==> config.mk <==
export PLATFORM = sky130hd
export DESIGN_NAME = mac_seq_ctrl
export DESIGN_NICKNAME = d
export VERILOG_FILES = /design/src/rtl/mac_ctrl_pkg.sv /design/src/rtl/mac_ctrl_stall_cnt.sv /design/src/rtl/mac_seq_ctrl.sv
export SDC_FILE = /design/constraint.sdc
export NUM_CORES = 1
export LEC_CHECK = 0
export BUFFER_PORTS_ARGS = -buffer_cell sky130_fd_sc_hd__buf_2
export CORE_MARGIN = 10
export CORE_UTILIZATION = 35
export CTS_CLUSTER_DIAMETER = 40
export DETAILED_ROUTE_END_ITERATION = 10
export GPL_TIMING_DRIVEN = 1
export SYNTH_ARGS = -nofsm -noshare
export SYNTH_HDL_FRONTEND = slang
export SYNTH_SLANG_ARGS = --single-unit
==> constraint.sdc <==
create_clock -name clk -period 3.1 [get_ports clk]
set_input_delay 0.465 -clock clk [delete_from_list [all_inputs] [get_ports clk]]
set_output_delay 0.465 -clock clk [all_outputs]
set_load 0.01 [all_outputs]
==> src/rtl/mac_ctrl_pkg.sv <==
// Shared types and timing constants for the MAC operand sequencer.
// The state encoding and control bundle are used by mac_seq_ctrl.
package mac_ctrl_pkg;

    typedef enum logic [3:0] {
        IDLE,
        CLR,
        GET,
        LD,
        ACC,
        FLUSH_Z,
        FLUSH_LD,
        FLUSH_ACC,
        WAIT,
        PLD,
        OUT0,
        OUT1,
        DONE
    } state_t;

    localparam int BYTES_PER_ELEM = 4;
    localparam int FLUSH_CYCLES   = 2;
    localparam int PIPE_WAIT      = 1;

    typedef struct packed {
        logic [3:0] ld;
        logic       clken;
        logic       rst;
        logic       sld;
        logic       res_valid;
        logic       res_idx;
        logic       ready;
        logic       busy;
        logic       done;
    } ctrl_t;

endpackage

==> src/rtl/mac_ctrl_stall_cnt.sv <==
// Saturating count of GET cycles starved of input (built with STALL_CNT_EN).
// Cleared at the start of each job, holds its value between jobs.
`ifdef STALL_CNT_EN
module mac_ctrl_stall_cnt (
    input  logic        clk,
    input  logic        aclr,
    input  logic        clr,
    input  logic        inc,
    output logic [15:0] cnt
);

    always_ff @(posedge clk or posedge aclr) begin
        if (aclr) begin
            cnt <= '0;
        end else if (clr) begin
            cnt <= '0;
        end else if (inc && cnt != 16'hFFFF) begin
            cnt <= cnt + 16'd1;
        end
    end

endmodule
`endif

==> src/rtl/mac_seq_ctrl.sv <==
// Sequencer steering operand bytes onto the shared MAC bus and driving its strobes.
// Define STALL_CNT_EN to add the stall_cnt output.
module mac_seq_ctrl
    import mac_ctrl_pkg::*;
#(
    parameter int LEN_W = 8
) (
    input  logic             clk,
    input  logic             aclr,
    input  logic             start,
    input  logic [LEN_W-1:0] len,
    input  logic             s_valid,
    input  logic [7:0]       s_data,
    output logic             s_ready,
    output logic [7:0]       mac_in,
    output logic             mac_ld1,
    output logic             mac_ld2,
    output logic             mac_ld3,
    output logic             mac_ld4,
    output logic             mac_clken,
    output logic             mac_rst,
    output logic             mac_ld,
    output logic             res_valid,
    output logic             res_idx,
    output logic             busy,
`ifdef STALL_CNT_EN
    output logic [15:0]      stall_cnt,
`endif
    output logic             done
);

    state_t           state;
    state_t           next;
    ctrl_t            ctrl_d;
    ctrl_t            ctrl_q;
    logic [LEN_W-1:0] len_q;
    logic [LEN_W-1:0] elem;
    logic [LEN_W-1:0] elem_inc;
    logic [1:0]       idx;
    logic [1:0]       fcnt;
    logic             hs;

    assign hs       = (state == GET) && s_valid && s_ready;
    assign elem_inc = elem + LEN_W'(1);

    always_ff @(posedge clk or posedge aclr) begin
        if (aclr) begin
            state  <= IDLE;
            len_q  <= '0;
            elem   <= '0;
            idx    <= '0;
            fcnt   <= '0;
            mac_in <= '0;
            ctrl_q <= '0;
        end else begin
            state  <= next;
            ctrl_q <= ctrl_d;
            if (state == IDLE && start) len_q <= len;
            if (state == CLR) begin
                elem <= '0;
                idx  <= '0;
            end else begin
                if (state == LD)  idx  <= idx + 2'd1;
                if (state == ACC) elem <= elem_inc;
            end
            // fcnt times multi-cycle states and restarts on every transition
            fcnt <= (next != state) ? 2'd0 : fcnt + 2'd1;
            if (hs) begin
                mac_in <= s_data;
            end else if (state == FLUSH_Z) begin
                mac_in <= '0;
            end
        end
    end

    always_comb begin
        next = state;
        unique case (state)
            IDLE:      if (start) next = CLR;
            CLR:       next = (len_q == '0) ? FLUSH_Z : GET;
            GET:       if (hs) next = LD;
            LD:        next = (idx == 2'(BYTES_PER_ELEM - 1)) ? ACC : GET;
            ACC:       next = (elem_inc == len_q) ? FLUSH_Z : GET;
            FLUSH_Z:   next = FLUSH_LD;
            FLUSH_LD:  next = FLUSH_ACC;
            FLUSH_ACC: if (fcnt == 2'(FLUSH_CYCLES - 1)) next = WAIT;
            WAIT:      if (fcnt == 2'(PIPE_WAIT - 1)) next = PLD;
            PLD:       next = OUT0;
            OUT0:      next = OUT1;
            OUT1:      next = DONE;
            DONE:      next = IDLE;
            default:   next = IDLE;
        endcase
    end

    // Outputs decode the upcoming state so the registered copy aligns with it
    always_comb begin
        ctrl_d      = '0;
        ctrl_d.busy = (next != IDLE);
        unique case (next)
            CLR:            ctrl_d.rst = 1'b1;
            GET:            ctrl_d.ready = 1'b1;
            LD:             ctrl_d.ld[idx] = 1'b1;
            ACC, FLUSH_ACC: ctrl_d.clken = 1'b1;
            FLUSH_LD:       ctrl_d.ld = 4'hF;
            PLD:            ctrl_d.sld = 1'b1;
            OUT0:           ctrl_d.res_valid = 1'b1;
            OUT1: begin
                ctrl_d.res_valid = 1'b1;
                ctrl_d.res_idx   = 1'b1;
            end
            DONE:           ctrl_d.done = 1'b1;
            default: ;
        endcase
    end

    assign s_ready   = ctrl_q.ready;
    assign mac_ld1   = ctrl_q.ld[0];
    assign mac_ld2   = ctrl_q.ld[1];
    assign mac_ld3   = ctrl_q.ld[2];
    assign mac_ld4   = ctrl_q.ld[3];
    assign mac_clken = ctrl_q.clken;
    assign mac_rst   = ctrl_q.rst;
    assign mac_ld    = ctrl_q.sld;
    assign res_valid = ctrl_q.res_valid;
    assign res_idx   = ctrl_q.res_idx;
    assign busy      = ctrl_q.busy;
    assign done      = ctrl_q.done;

`ifdef STALL_CNT_EN
    mac_ctrl_stall_cnt u_stall (
        .clk  (clk),
        .aclr (aclr),
        .clr  (state == CLR),
        .inc  (state == GET && !s_valid),
        .cnt  (stall_cnt)
    );
`endif

endmodule

==> summary.txt, run 1 <==
Status
  – Status: completed

Detailed routing
  – Avg WL per Cell: around 14 um
  – Vias/cell: approximately 5.2
  – Pre-antenna DRT Iters: 5
  – Via count: ~1800
  – Total Wirelength: about 5.0 mm
  – Post-DRT Antenna Nets: 0
  – Iteration-0 DRC Markers: ~80
  – DRC: 0

Critical path
  – CP Capture Type: flop
  – Crit Path Class: reg -> reg
  – Worst path cell trace: or4b_4 -> or3_4 -> nand4b_4 -> mux2_4 -> a41oi_2 -> a2111oi_2
  – Worst path max stage delay: ~0.61 ns
  – Bufs and invs on worst path: 0
  – CP arrival: around 2.6 ns
  – Critical path startpoint category: flop
  – WP data required: about 3.3 ns
  – CP max stage cell: dfrtp_1
  – Worst-path maximum fanout: 16
  – CP top delay family: simple AND/OR/NAND/NOR gates

Yosys
  – Mapped Cells: between 200 and 250
  – Yosys warnings: 0
  – Most instantiated library cell after synthesis: nand2_1
  – Post-synth EDFFs: 0
  – Avg Inst Size Synth: slightly below 10 um2
  – Top cells by count, synth: 46 x nand2_1, 44 x dfrtp_1, 25 x o21ai_0, 11 x nor2_1, 10 x inv_1
  – Mapped cell area: roughly 2300 um2
  – Area leader, netlist: dfrtp_1
  – Share of synthesized registers carrying an async set or reset: 1.00
  – Syn Nets: about 260
  – Ys flop type: dfrtp_1
  – Flops & latches, synth: 44
  – Sequential fraction of the synthesis area: 0.485
  – Synth top area share: 0.485
  – Top cells by area, synth: dfrtp_1 48%, nand2_1 7.6%, o21ai_0 5.5%, mux2_2 4.0%, ha_1 3.9%
  – Cell variety after synth: a little over 40

CTS
  – Clock transition at the registers of the reported paths: about 0.090 ns
  – Cts hold-fix bufs: 0
  – CTS root buffer: clkbuf_8
  – TritonCTS clock tree: built
  – Later-pin clock latency in the skew report: around 0.30 ns
  – Clock Sinks: 44
  – CTS buffer count: 5
  – CTS max path bufs: 2
  – H-tree Lvls: 2
  – Setup repair bufs after CTS: 0
  – Post-cts gate resize count: 0

Global routing
  – Total gr overflow: 0
  – Met2 usage: 0.159
  – First-pass GRT wire length: 8.55 mm
  – Met1 Use GR: 0.130
  – Vias in the first global route: ~1800
  – Largest net degree at the start of global routing: 26
  – GRT Total Usage: 0.101
  – Initial antenna violation count: 0
  – Met3 Use GR: 0.0357
  – Busiest layer in global routing: met2

Timing
  – Period minus WS final: between 2 and 2.5 ns
  – RSZ-0062 raised after global routing: no
  – Final count of hold timing violations: 0
  – Fin Clk Skew: approximately 0.009 ns
  – Final setup TNS: 0 ns
  – Tightest Pin Transition: just under 0.7 ns
  – Final setup violating endpoints: 0
  – Fmax achieved: 0.409 GHz
  – Final period util: 0.788
  – Slew Viols, Final: 0
  – Max_slew headroom: 0.534
  – Final worst setup slack: around 0.66 ns

Placed design
  – Port buffer count: 39
  – Placed inst area: roughly 2500 um2
  – RePlAce Congestion: 0.863
  – Dpl cells: around 340
  – Post-Place Worst Slack: between 0.6 and 0.7 ns
  – Detailed placement HPWL: 3.79 mm

Job
  – Max Cap Viol: 0

Power and ir drop
  – Peak VDD IR: ~0.36 mV
  – Leakage: around 0.0013 uW
  – Power Density: approximately 900 nW/um2

Floorplanning
  – Core Rows: 29
  – Number of I/O pins: 40
  – Height of the die: 101 um
  – Total core area: around 6300 um2
  – Initial core utilization: 0.360
  – Die area: between 10000 and 15000 um2
  – Die W: 101 um

Finish
  – Area Growth Syn to Fin: 15.9%
  – Ant diodes: 0
  – Final Net Count: about 300
  – Finished Cell Area: about 2600 um2
  – Layout Utilization: 0.417
  – Finished Layout Cells: ~350
  – Fraction of layout cells with a size suffix above 1: 0.247

Min path
  – Hold Path Class: in -> async
[worst register-to-register path, stage by stage, from the launching register on]
cell and delay [ns]:
dfrtp_1 0.61, or4b_4 0.53, or3_4 0.43, nand4b_4 0.12, mux2_4 0.31, a41oi_2 0.23, a2111oi_2 0.09
[power by group]
group	switching (uW)	internal, uW	leakage [uW]	total, uW
registers	171	768	0.000569	939
logic	576	476	0.000651	1050
clock network	206	160	0.0000445	366
[layout make-up]
class                   instances  area [um2]
well taps                      77        96.3
clock buffers                   5        68.8
repair buffers                 43         225
clock inverters                 3        21.3
inverters                      10        37.5
flip-flops and latches         44        1100
fillers                       644        3680
multi-input cells             170        1080
[worst paths after layout]
| kind | startpoint | end | slack [ns] | cells past startpoint |
|---|---|---|---|---|
| setup reg to reg | state[0] | fcnt[1] | 0.66 | 6 |
| max in group asynchronous | aclr | elem[5] | 2.21 | 3 |
| hold / removal | aclr | mac_in[6] | 0.17 | 2 |
| hold reg to reg | fcnt[0] | fcnt[0] | 0.49 | 1 |
| min in group clk | s_data[5] | mac_in[5] | 0.36 | 3 |
| setup / recovery | state[0] | fcnt[1] | 0.66 | 6 |
[through the flow]
step	power [uW]	hold WS [ns]
2_1_floorplan	1710	0.445
3_3_place_gp	1990	0.469
3_5_place_dp	2010	0.472
4_1_cts	2380	0.189
5_1_grt	2570	0.220
6_report	2360	0.173
[placed cells by master (no fill, tap or decap), types with 2 or more instances in the layout]
master	synthesis	final
nand2_1	46	46
dfrtp_1	44	44
buf_2	3	39
o21ai_0	25	25
nor2_1	11	11
inv_1	10	9
nand3_1	8	8
a21oi_1	8	8
mux2_2	8	8
ha_1	7	7
xnor2_1	6	6
and3_1	5	5
clkbuf_8	0	5
a31oi_1	4	4
buf_4	0	4
nand2b_1	3	3
nor3_1	3	3
nor2b_1	3	3
nand4_1	3	3
xor2_1	3	3
a211o_1	2	2
or4_1	2	2
a32oi_1	2	2
o21a_1	2	2
a2111oi_2	2	2
[layer usage]
metal | up-vias | share of wire
li1 | 902 | -
met1 | 877 | 0.45
met2 | 59 | 0.46
met3 | 2 | 0.083
met4 | 0 | 0.0026
met5 | - | 0
[cell families (layout without fill, tap and decap cells)]
kind of cell | after synthesis | after routing | share of synthesized area
AO/OA/AOI/OAI | 53 | 53 | 0.153
AND/OR/NAND/NOR | 92 | 92 | 0.201
multiplexers | 9 | 9 | 0.0463
XOR/XNOR | 9 | 9 | 0.0347
buffers and inverters | 22 | 61 | 0.0413
flip-flops | 44 | 44 | 0.485
adder cells (fa/ha/maj) | 7 | 7 | 0.0386
[flip-flops by register name (all words and copies together), names as in the netlist]
signal and flops:
done 1, fcnt 2, mac_in 8, mac_ld2 1, mac_rst 1, mac_ld4 1
mac_clken 1, res_idx 1, s_ready 1, idx 2, res_valid 1, mac_ld3 1
len_q 8, mac_ld1 1, state 4, mac_ld 1, busy 1, elem 8
Note: power is estimated with default switching activity, not from simulation.
==> run 2: changes to the inputs <==
Clock period 3.1 ns to 2.3 ns, I/O delays scaled along.
==> run 2 against run 1 <==
Hold slack worse by 0.00056 ns. Register-to-register slack worse by 0.57 ns. Sequential power grew 27%. Global-route usage increased by 0.49 points. Cell count grew 4.0%. Largest power group unchanged.
==> summary.txt, run 2 (synthesis gave the netlist of run 1 again) <==
Detailed routing
  – Iteration-0 DRC Markers: 62 (-23%)
  – Total Wirelength: 5.29 mm (+5.0%)
  – Vias/cell: 5.07 (-2.9%)
  – DRC: 0 (unchanged)
  – Post-DRT Antenna Nets: 0 (unchanged)
  – Pre-antenna DRT Iters: 4 (-1)
  – Via count: 1857 (+0.92%)
  – Avg WL per Cell: 14.5 um (+1.0%)

Placed design
  – Placed inst area: 2650 um2 (+4.1%)
  – Port buffer count: 39 (unchanged)
  – RePlAce Congestion: 0.873 (+1.2%)
  – Detailed placement HPWL: 3.91 mm (+3.2%)

Finish
  – Biggest regs: elem: 8 flops, len_q: 8 flops, mac_in: 8 flops
  – Most common cell after layout, fill and taps aside: nand2_1
  – Total area of sequential cells: 1100 um2 (unchanged)
  – Multi-input gate area: 1110 um2 (+2.2%)
  – Fraction of layout cells with a size suffix above 1: 0.294 (+0.0468)
  – Final Net Count: 315 (+4.7%)
  – Layout Utilization: 0.441 (+0.0244)
  – Area Growth Syn to Fin: 22.7%
  – Most frequent cells in the layout: 46 x nand2_1, 44 x dfrtp_1, 39 x buf_2
  – Fillers: 622 (-3.4%)
  – Finished Cell Area: 2790 um2 (+5.8%)
  – Ant diodes: 0 (unchanged)

Min path
  – Hold Path Class: in -> async

Critical path
  – Reg-to-reg slack, setup: 0.08 ns (-0.57 ns)
  – Crit. Startpoint: len_q[4]
  – Worst R2R Path Depth: 6 (unchanged)
  – Reg2reg start: len_q[4]
  – WP data required: 2.47 ns (-0.81 ns)
  – CP Capture Type: flop
  – Crit Path Class: reg -> reg
  – Worst-path maximum fanout: 3 (-13)
  – Worst Setup EP: fcnt[0]
  – Critical path startpoint category: flop
  – Reg-to-reg endpoint: fcnt[0]
  – CP arrival: 2.39 ns (-0.23 ns)

Global routing
  – Vias in the first global route: 1864 (+3.9%)
  – Initial antenna violation count: 0 (unchanged)
  – First-pass GRT wire length: 8.85 mm (+3.5%)
  – Largest net degree at the start of global routing: 45 (+73%)
  – GRT Total Usage: 0.106 (+0.00494)
  – Total gr overflow: 0 (unchanged)

Timing
  – Max_slew headroom: 0.624 (+0.0898)
  – Final period util: 0.963 (+0.175)
  – Slew Viols, Final: 0 (unchanged)
  – Hold WS: 0.172 ns (-0.000559 ns)
  – Fin Clk Skew: 0.00780 ns (-0.00133 ns)
  – RSZ-0062 raised after global routing: no
  – Period minus WS final: 2.22 ns (-0.228 ns)
  – Tightest Pin Transition: 0.564 ns (-0.130 ns)
  – Fmax achieved: 0.451 GHz (+10%)
  – Final setup TNS: 0 ns (unchanged)
  – Final count of hold timing violations: 0 (unchanged)
  – Final setup violating endpoints: 0 (unchanged)

Status
  – Status: completed

Floorplanning
  – Die area: 10100 um2 (unchanged)
  – Core Rows: 29 (unchanged)
  – Total core area: 6310 um2 (unchanged)
  – Die W: 101 um (unchanged)
  – Initial core utilization: 0.360 (unchanged)
  – Number of I/O pins: 40 (unchanged)
  – Height of the die: 101 um (unchanged)

CTS
  – CTS max path bufs: 2 (unchanged)
  – Later-pin clock latency in the skew report: 0.30 ns (about the same)
  – CTS root buffer: clkbuf_8
  – Clock transition at the registers of the reported paths: 0.09 ns (about the same)
  – Setup repair bufs after CTS: 0 (unchanged)
  – Clock Sinks: 44 (unchanged)
  – H-tree Lvls: 2 (unchanged)
  – CTS buffer count: 5 (unchanged)
  – TritonCTS clock tree: built

Power and ir drop
  – Power Density: 1230 nW/um2 (+37%)
  – Leakage: 0.00135 uW (+7.0%)
  – Peak VDD IR: 0.624 mV (+74%)

Job
  – Max Cap Viol: 0 (unchanged)
## run 2: changes by cell type in the layout (fill, tap and decap cells not counted), sizes merged
| cell | change |
|---|---|
| buf | +14 |
| bufinv | +1 |
| clkinv | -1 |
## run 2: layer usage
metal	vias up	GRT usage	part of all wire
met5	-	0	0
met4	0	0.0337	0.011
met2	57	0.169	0.45
met1	863	0.128	0.45
li1	930	-	-
met3	7	0.0412	0.080
## run 2: what timing repair did
action                     in CTS  in global routing
hold buffers                    0                  0
gates resized for setup         0                  5
setup endpoints to repair       0                  3
## run 2: critical path, cell delays in order, from the launching register on
cell,delay [ns]
dfrtp_1,0.41
or4_4,0.55
or3_4,0.41
nand4b_4,0.12
mux2_4,0.32
a41oi_4,0.20
a2111oi_2,0.08
## run 2: layout make-up
class,instances,share of cell area
Sequential cell,44,0.395
Clock buffer,5,0.0247
Timing Repair Buffer,57,0.119
Inverter,10,0.0135
Tap cell,77,0.0346
Multi-Input combinational cell,170,0.397
Clock inverter,3,0.0166
## run 2: worst min-delay path by stage
stage | startpoint | endpoint | slack (ns)
after global routing | aclr | mac_in[6] | 0.22
final | aclr | mac_in[6] | 0.17
after floorplan | fcnt[0] | fcnt[0] | 0.45
after CTS | aclr | mac_in[6] | 0.19
after global placement | fcnt[0] | fcnt[0] | 0.47
after detailed placement | fcnt[0] | fcnt[0] | 0.47
## run 2: power breakdown
part	internal [uW]	switching, uW
clock	327	287
combinational	730	893
sequential	1040	157
## run 2: per-stage QoR
step / total power [uW] / setup WS, ns / instances
finish: 3430 / 0.0849 / 366
global route: 3720 / 0.00757 / 366
CTS: 3420 / 0.0302 / 366
detailed placement: 2790 / 0.0453 / 358
global placement: 2760 / 0.0921 / 358
floorplan: 2300 / 0.113 / 236
==> run 3: changes to the inputs <==
Settings changed: ABC_AREA from default to 1.
==> run 3 against run 2 <==
Register-to-register slack improved by 0.23 ns. Largest power group unchanged. Area after synthesis is 0.72% lower. Hold slack got worse by 0.0015 ns. Final area shrank 3.9%. Setup slack gained 0.23 ns. Critical endpoint is now fcnt[1]. Routed wire length is 3.7% lower. Utilization down 1.7 points. Clock skew is 0.0037 ns lower. Cell count rose by 11%. Combinational power down 24%. Maximum frequency up 12%.
==> summary.txt, run 3 <==
Finish
  – Biggest regs: elem: 8 flops, len_q: 8 flops, mac_in: 8 flops
  – Ant diodes: 0 (unchanged)
  – Fillers: 664 (+6.8%)
  – Final Net Count: 354 (+12%)
  – Most common cell after layout, fill and taps aside: nand2_1
  – Fraction of layout cells with a size suffix above 1: 0.220 (-0.0746)
  – Most frequent cells in the layout: 56 x nand2_1, 47 x inv_1, 43 x dfrtp_1
  – Area Growth Syn to Fin: 18.8%

Critical path
  – Critical path startpoint category: flop
  – Reg2reg start: elem[0]
  – Crit. Startpoint: elem[0]
  – WP data required: 2.53 ns (+0.06 ns)
  – CP max stage cell: dfrtp_2
  – Worst path cell trace: ha_2 -> nand2_1 -> clkinv_1 -> nand2_1 -> nand2_1 -> nand3_1 -> nand2_1 -> nor2_2 -> nand3_1 -> nand2_2 -> nand2_2 -> nand2_1 -> nand2_1 -> inv_1 -> nand3_1 -> nor2_1
  – CP Capture Type: flop
  – CP arrival: 2.22 ns (-0.17 ns)
  – Crit Path Class: reg -> reg
  – CP most frequent cell: nand2_1
  – Worst path max stage delay: 0.46 ns (-0.09 ns)
  – Worst-path maximum fanout: 6 (+3)

Floorplanning
  – Die W: 100 um (-0.29%)
  – Initial core utilization: 0.357 (-0.00258)
  – Number of I/O pins: 40 (unchanged)
  – Total core area: 6310 um2 (unchanged)
  – Core Rows: 29 (unchanged)
  – Die area: 10100 um2 (-0.58%)
  – Height of the die: 100 um (-0.29%)

Timing
  – RSZ-0062 raised after global routing: no
  – Final period util: 0.862 (-0.101)
  – Final setup TNS: 0 ns (unchanged)
  – Final setup violating endpoints: 0 (unchanged)
  – Final count of hold timing violations: 0 (unchanged)
  – Period minus WS final: 1.98 ns (-0.232 ns)
  – Max_slew headroom: 0.617 (-0.00707)
  – Slew Viols, Final: 0 (unchanged)
  – Tightest Pin Transition: 0.575 ns (+0.0106 ns)
  – Fmax achieved: 0.504 GHz (+12%)
  – Final worst setup slack: 0.317 ns (+0.232 ns)
  – Fin Clk Skew: 0.00412 ns (-0.00368 ns)

Yosys
  – Most instantiated library cell after synthesis: nand2_1
  – Ys flop type: dfrtp_1
  – Sequential fraction of the synthesis area: 0.488 (+0.00350)
  – Post-synth EDFFs: 0 (unchanged)
  – Flops & latches, synth: 44 (unchanged)
  – Yosys warnings: 0 (unchanged)
  – Area leader, netlist: dfrtp_1
  – Mapped cell area: 2250 um2 (-0.72%)
  – Top cells by area, synth: dfrtp_1 49%, nand2_1 9.3%, nand3_1 8.0%, inv_1 8.0%, o21ai_0 6.7%
  – Mapped Cells: 282 (+19%)
  – Cell variety after synth: 27 (-34%)
  – Synth top area share: 0.488 (+0.00350)
  – Syn Nets: 309 (+17%)
  – Share of synthesized registers carrying an async set or reset: 1.00 (unchanged)
  – Top cells by count, synth: 56 x nand2_1, 48 x inv_1, 44 x dfrtp_1, 36 x nand3_1, 30 x o21ai_0
  – Avg Inst Size Synth: 8.00 um2 (-17%)

Global routing
  – Total gr overflow: 0 (unchanged)
  – Largest net degree at the start of global routing: 45 (unchanged)
  – GRT Total Usage: 0.106 (about the same)
  – Initial antenna violation count: 0 (unchanged)
  – Vias in the first global route: 1966 (+5.5%)
  – First-pass GRT wire length: 8.91 mm (+0.70%)

Power and ir drop
  – Power Density: 1140 nW/um2 (-7.5%)
  – Leakage: 0.00143 uW (+5.8%)
  – Peak VDD IR: 0.522 mV (-16%)

Placed design
  – Port buffer count: 39 (unchanged)
  – Post-Place Worst Slack: 0.256 ns (+0.211 ns)
  – Detailed placement HPWL: 3.81 mm (-2.7%)
  – RePlAce Congestion: 0.762 (-13%)

CTS
  – Cts hold-fix bufs: 0 (unchanged)
  – CTS max path bufs: 2 (unchanged)
  – Clock Sinks: 44 (unchanged)
  – Clock transition at the registers of the reported paths: 0.09 ns (about the same)
  – CTS buffer count: 5 (unchanged)
  – Later-pin clock latency in the skew report: 0.30 ns (about the same)
  – CTS root buffer: clkbuf_8
  – H-tree Lvls: 2 (unchanged)
  – TritonCTS clock tree: built

Detailed routing
  – Total Wirelength: 5.09 mm (-3.7%)
  – Avg WL per Cell: 12.6 um (-13%)
  – Vias/cell: 4.75 (-6.4%)
  – DRC: 0 (unchanged)
  – Pre-antenna DRT Iters: 4 (unchanged)
  – Post-DRT Antenna Nets: 0 (unchanged)
  – Via count: 1924 (+3.6%)
  – Iteration-0 DRC Markers: 104 (+68%)

Job
  – Max Cap Viol: 0 (unchanged)

Status
  – Status: completed

Min path
  – Hold Path Class: in -> async
==> run 3: layer usage <==
metal / share of wire / track usage / wire length (um)
met3: 0.055 / 0.0295 / 280
met5: 0 / 0 / 0
met4: 0.013 / 0.0293 / 66
met1: 0.47 / 0.132 / 2400
met2: 0.46 / 0.174 / 2350
==> run 3: final timing paths <==
path / end / slack (ns) / cells after the start
worst min-delay path: mac_in[7] / 0.17 / 3
worst min register to register: fcnt[0] / 0.46 / 1
worst max register to register: fcnt[1] / 0.32 / 16
min in group clk: len_q[2] / 0.25 / 3
worst max-delay path: fcnt[1] / 0.32 / 16
max in group asynchronous: elem[0] / 1.70 / 3
==> run 3: report_power, final <==
part / total (uW) / switching (uW) / leakage (uW) / internal [uW]
sequential: 1180 / 159 / 0.000574 / 1030
combinational: 1230 / 773 / 0.000796 / 455
clock: 637 / 282 / 0.0000614 / 356
total: 3050 / 1210 / 0.00143 / 1840
==> run 3: stage by stage <==
stage	instance area (um2)	total power [uW]	hold slack, ns	utilization	instances
global placement	2550	2430	0.456	0.404	397
CTS	2680	3090	0.202	0.424	405
floorplan	2250	2060	0.430	-	282
global route	2680	3360	0.222	0.424	405
finish	2680	3050	0.171	0.424	405
detailed placement	2550	2450	0.459	0.404	397
==> run 3: layout make-up <==
type / instances / area [um2] / share of cell area
Sequential cell: 44 / 1100 / 0.411
Clock buffer: 6 / 82.6 / 0.0308
Clock inverter: 2 / 38.8 / 0.0145
Tap cell: 77 / 96.3 / 0.0360
Inverter: 53 / 199 / 0.0743
Timing Repair Buffer: 43 / 225 / 0.0841
Multi-Input combinational cell: 180 / 935 / 0.349
==> run 3: cell families after synthesis <==
kind of cell / count (synthesis) / synth area share
buf+inv: 58 / 0.0982
simple gates: 138 / 0.291
fa+ha+maj: 7 / 0.0388
xor+xnor: 2 / 0.00777
compound gates: 33 / 0.0755
flops: 44 / 0.488
==> run 3: critical path, delay by kind of cell, from the launching register on <==
| kind | cells | cell delay [ns] |
|---|---|---|
| fa+ha+maj | 1 | 0.23 |
| buf+inv | 2 | 0.15 |
| flops | 1 | 0.46 |
| simple gates | 13 | 1.07 |
==> run 3: repair_timing <==
| item | 4_1_cts | 5_1_grt |
|---|---|---|
| buffers inserted | 0 | 0 |
| resized for setup | 0 | 2 |
| setup endpoints to repair | 0 | 2 |
